<file path="src/rtl/mult16_seq.sv">
// Sequential unsigned 16x16 shift-and-add multiplier driving one CLA16bit adder
// per iteration; a 32-bit product is ready 17 cycles after start is accepted.

module CLA16bit (
  input  logic [15:0] A,
  input  logic [15:0] B,
  input  logic        Cin,
  output logic [15:0] Sum,
  output logic        Cout
);
  logic [15:0] g, p, c;
  logic [3:0]  gg, gp;
  logic [4:1]  gc;

  assign g = A & B;
  assign p = A ^ B;

  // Two-level lookahead: 4-bit groups, then a lookahead unit across groups.
  for (genvar k = 0; k < 4; k++) begin : g_grp
    localparam int B0 = 4 * k;
    logic cin_grp;

    assign cin_grp = (k == 0) ? Cin : gc[k];
    assign gp[k] = &p[B0 +: 4];
    assign gg[k] = g[B0+3] | (p[B0+3] & g[B0+2]) | (p[B0+3] & p[B0+2] & g[B0+1])
                 | (p[B0+3] & p[B0+2] & p[B0+1] & g[B0]);

    assign c[B0]   = cin_grp;
    assign c[B0+1] = g[B0] | (p[B0] & cin_grp);
    assign c[B0+2] = g[B0+1] | (p[B0+1] & g[B0]) | (p[B0+1] & p[B0] & cin_grp);
    assign c[B0+3] = g[B0+2] | (p[B0+2] & g[B0+1]) | (p[B0+2] & p[B0+1] & g[B0])
                   | (p[B0+2] & p[B0+1] & p[B0] & cin_grp);
  end

  assign gc[1] = gg[0] | (gp[0] & Cin);
  assign gc[2] = gg[1] | (gp[1] & gg[0]) | (gp[1] & gp[0] & Cin);
  assign gc[3] = gg[2] | (gp[2] & gg[1]) | (gp[2] & gp[1] & gg[0])
               | (gp[2] & gp[1] & gp[0] & Cin);
  assign gc[4] = gg[3] | (gp[3] & gg[2]) | (gp[3] & gp[2] & gg[1])
               | (gp[3] & gp[2] & gp[1] & gg[0]) | (gp[3] & gp[2] & gp[1] & gp[0] & Cin);

  assign Sum  = p ^ c;
  assign Cout = gc[4];
endmodule

module mult16_seq #(
  parameter int WIDTH = 16  // the adder instance is 16 bits wide; no other value works
) (
  input  logic               clk,
  input  logic               rst,
  input  logic               start,
  input  logic [WIDTH-1:0]   a,
  input  logic [WIDTH-1:0]   b,
  output logic               busy,
  output logic               done,
  output logic [2*WIDTH-1:0] product
);
  localparam int CW = $clog2(WIDTH);
  localparam logic [CW-1:0] LAST = CW'(WIDTH - 1);

  typedef enum logic [1:0] {IDLE, RUN, DONE} state_t;

  state_t             state, state_next;
  logic [WIDTH-1:0]   mcand;
  logic [2*WIDTH:0]   acc;
  logic [CW-1:0]      cnt;
  logic [2*WIDTH-1:0] prod_r;

  logic [WIDTH-1:0]   add_b, sum;
  logic               cout;
  logic [2*WIDTH:0]   acc_shifted;

  assign add_b = acc[0] ? mcand : '0;

  CLA16bit u_cla (
    .A    (acc[2*WIDTH-1:WIDTH]),
    .B    (add_b),
    .Cin  (1'b0),
    .Sum  (sum),
    .Cout (cout)
  );

  // Adder carry enters at the top as the accumulator shifts right by one.
  assign acc_shifted = {1'b0, cout, sum, acc[WIDTH-1:1]};

  // NOTE: every variable assigned in always_comb gets a default first, so no path leaves it unassigned (no latch).
  always_comb begin
    state_next = state;
    unique case (state)
      IDLE:    if (start) state_next = RUN;
      RUN:     if (cnt == LAST) state_next = DONE;
      DONE:    state_next = IDLE;
      default: state_next = IDLE;
    endcase
  end

  // NOTE: sequential state uses non-blocking assignments so every register samples pre-edge values.
  always_ff @(posedge clk) begin
    if (rst) begin
      state  <= IDLE;
      mcand  <= '0;
      acc    <= '0;
      cnt    <= '0;
      prod_r <= '0;
    end else begin
      state <= state_next;
      unique case (state)
        IDLE: begin
          if (start) begin
            mcand <= a;
            acc   <= {{(WIDTH+1){1'b0}}, b};
            cnt   <= '0;
          end
        end
        RUN: begin
          acc <= acc_shifted;
          cnt <= cnt + 1'b1;
          if (cnt == LAST) prod_r <= acc_shifted[2*WIDTH-1:0];
        end
        default: ;
      endcase
    end
  end

  assign busy    = (state == RUN);
  assign done    = (state == DONE);
  assign product = prod_r;
endmodule

</file>
<file path="config.mk">
export PLATFORM = sky130hd
export DESIGN_NAME = mult16_seq
export DESIGN_NICKNAME = d
export VERILOG_FILES = /design/src/rtl/mult16_seq.sv
export SDC_FILE = /design/constraint.sdc
export NUM_CORES = 1
export LEC_CHECK = 0
export ABC_AREA = 1
export CAP_MARGIN = 20
export CELL_PAD_IN_SITES_DETAIL_PLACEMENT = 0
export CELL_PAD_IN_SITES_GLOBAL_PLACEMENT = 1
export CORE_UTILIZATION = 25
export CTS_BUF_LIST = sky130_fd_sc_hd__clkbuf_8
export DETAILED_ROUTE_END_ITERATION = 16
export PLACE_DENSITY = 0.59
export RECOVER_POWER = 25
export SYNTH_ARGS = -nofsm -noshare
export SYNTH_HDL_FRONTEND = slang
export SYNTH_SLANG_ARGS = --single-unit
</file>
<file path="constraint.sdc">
create_clock -name clk -period 7.05 [get_ports clk]
set_clock_uncertainty 0.1 [all_clocks]
set_input_delay 0.705 -clock clk [delete_from_list [all_inputs] [get_ports clk]]
set_output_delay 0.705 -clock clk [all_outputs]
set_load 0.005 [all_outputs]
</file>
==> flow_summary.yaml <==
run_status:
  outcome: "finished, violations left"
  violations: "max-capacitance violations, max-slew violations"
grt:
  grt_pass1_vias: 3262
  grt_pass1_wl_um: 16900
  antenna_found_initial: 0
  grt_max_degree: 48
  overflow: 0
  grtUsageTotal_pct: 13.4
layout:
  antennaDiodeCount: 0
  final_nets: 657
  drive_gt1_share_pct: 6.45
  fillers: 1754
  area_growth_pct: 23.9
sta:
  post-route-min-period_ns: 2.96
  rsz0062_at_grt: "no"
  maxSlewViolCount: 48
  final.setup.tns_ns: 0
  setup-violations-final: 0
  period_share_pct: 42.0
  max_slew_margin_pct: -61.4
  worst_slew_pin_slew_ns: 2.42
  finalHoldViolCount: 0
  max_freq_ghz: 0.338
pwr:
  finalPower_mw: 0.926
  peakVddDrop_mv: 0.0730
  p_per_area_nw_per_um2: 184
  p_leak_nw: 2.34
floorplan:
  chipHeight_um: 129
  die_w_um: 129
  initial_utilization_pct: 25.6
  boundaryPins: 69
  rows: 46
  core_um2: 15900
  die_area_um2: 16700
critical_path:
  cp_cell_sequence: "clkbuf_1 > inv_1 > buf_4 > o21ai_0 > nor2_1"
  r2r_setup_slack_ns: 4.12
  cp_num_buf_inv: 3
  crit_type: "in2reg"
  worst_setup_path_start_kind: "input pin"
  arrival_ns: 3.12
  worstPathRequired_ns: 7.21
  slowest_delay_ns: 1.70
  cpLargestDelayFamily: "buffers and inverters"
  cp_slowest_cell: "clkbuf_1"
  crit_path_end_kind: "flop"
  crit_fanout: 47
place:
  gp_congestion: 0.768
  numPortBuffers: 68
  hpwl_um: 7400
synthesis:
  synth_cell_types: 33
  yosysWarningCount: 0
  syn_avg_cell_area_um2: 7.41
  syn_nets: 604
  synth_seq_cells: 86
  syn_inst: 548
  yosysSeqAreaShare_pct: 42.4
  syn-cell-area_um2: 4060
routing:
  viasPerCell: 4.25
  drt_iter0_markers: 167
  drc: 0
  wl_um: 10400
  ant_nets: 0
  drtPass1Iterations: 4
  post_drt_wl_per_cell_um: 12.7
  vias: 3493
clock_network:
  clockRootBuffer: "clkbuf_8"
  cts_sinks: 86
  clk_pin_slew_worst_paths_ns: 0.08
  clock_latency_ns: 0.37
  numCtsBuffers: 9
  cts_tree: "built"
  cts_resized: 0
  ctsHoldBuffers: 0
  cts_setup_buffers: 0
  cts_buffer_depth: 2
  cts.htree.levels: 3
worst_hold_path:
  hp-class: "reg2reg"
job:
  drv_cap: 1
[area by class of cell]
type	count	area [µm²]	area share, %
multi-input cells	376	1960	38.9
flip-flops and latches	86	1720	34.2
clock buffers	11	151	3.01
clock inverters	4	23.8	0.473
repair buffers	69	682	13.6
inverters	59	221	4.40
well taps	216	270	5.37
[metal layers]
layer	routed length [µm]	up-vias	global-route usage, %
met5	0	-	0
met4	201	0	6.36
met3	376	14	2.39
met2	4390	75	19.5
met1	5450	1556	19.1
li1	-	1848	-
[Yosys cell counts]
library cell / n / area [µm²]
nand2_2: 4 / 25.0
a221oi_1: 8 / 70.1
nand2_1: 151 / 567
o21bai_1: 2 / 15.0
or2_0: 1 / 6.26
nand4_1: 2 / 12.5
buf_6: 4 / 45.0
o21ai_2: 8 / 70.1
buf_2: 6 / 30.0
fa_1: 4 / 80.1
nor2_4: 2 / 22.5
xnor2_1: 1 / 8.76
a31oi_1: 10 / 62.6
a211oi_1: 1 / 7.51
nand3_2: 1 / 10.0
a21o_1: 2 / 15.0
inv_1: 53 / 199
and3_1: 1 / 6.26
nand3_1: 35 / 175
buf_1: 2 / 7.51
xor2_1: 5 / 43.8
a21oi_1: 27 / 135
dfxtp_1: 86 / 1720
o21ai_0: 25 / 125
or2_2: 1 / 6.26
nor3_2: 1 / 10.0
ha_1: 17 / 213
nor2_1: 65 / 244
clkbuf_1: 10 / 37.5
nor2_8: 1 / 20.0
nand3b_1: 1 / 7.51
buf_4: 5 / 37.5
inv_2: 6 / 22.5
[metrics by stage]
stage / setup WS [ns] / cell area, µm² / instances / hold slack [ns] / util [%]
floorplan: 4.54 / 4060 / 548 / 0.338 / -
finish: 4.09 / 5030 / 821 / 0.358 / 31.7
detailed placement: 3.73 / 4850 / 806 / 0.355 / 30.6
global route: 3.81 / 5030 / 821 / 0.382 / 31.7
global placement: 3.87 / 4850 / 806 / 0.353 / 30.6
CTS: 4.09 / 5030 / 821 / 0.367 / 31.7
[worst paths after layout]
path / start / depth (start not counted) / end
setup / recovery: rst / 5 / mcand[4]$_SDFFE_PP0P_
hold / removal: product[20]$_SDFFE_PP0P_ / 2 / product[20]$_SDFFE_PP0P_
setup reg to reg: acc[0]$_SDFFE_PP0P_ / 11 / product[28]$_SDFFE_PP0P_
hold reg to reg: product[20]$_SDFFE_PP0P_ / 2 / product[20]$_SDFFE_PP0P_
[flip-flops by register name (all words and copies together), names as in the netlist]
signal,flops
state,2
acc,32
product,32
mcand,16
cnt,4
[power by group]
group | total [mW] | internal (mW) | switching [mW]
Clock | 0.324 | 0.144 | 0.181
Combinational | 0.0893 | 0.0359 | 0.0534
Sequential | 0.513 | 0.501 | 0.0114
[layout by cell type (no fill, tap or decap), types with 11 or more instances in the layout]
cell type        count
clkbuf_8            11
nand3_1             35
nor2_1              65
inv_1               54
dfxtp_1             86
nand2_1            151
o21ai_0             25
a21oi_1             27
dlygate4sd3_1       29
clkdlybuf4s50_1     38
ha_1                17
[logic make-up after synthesis]
family / count (synthesis) / share of synthesized area, %
simple gates: 266 / 27.4
buf+inv: 86 / 9.34
flops: 86 / 42.4
compound gates: 83 / 12.3
fa+ha+maj: 21 / 7.21
xor+xnor: 6 / 1.29
[worst min-delay path: stages (launching register included)]
cell,delay [ns]
dfxtp_1,0.31
nand2_1,0.06
a21oi_1,0.05
Note: power is estimated with default switching activity, not from simulation.
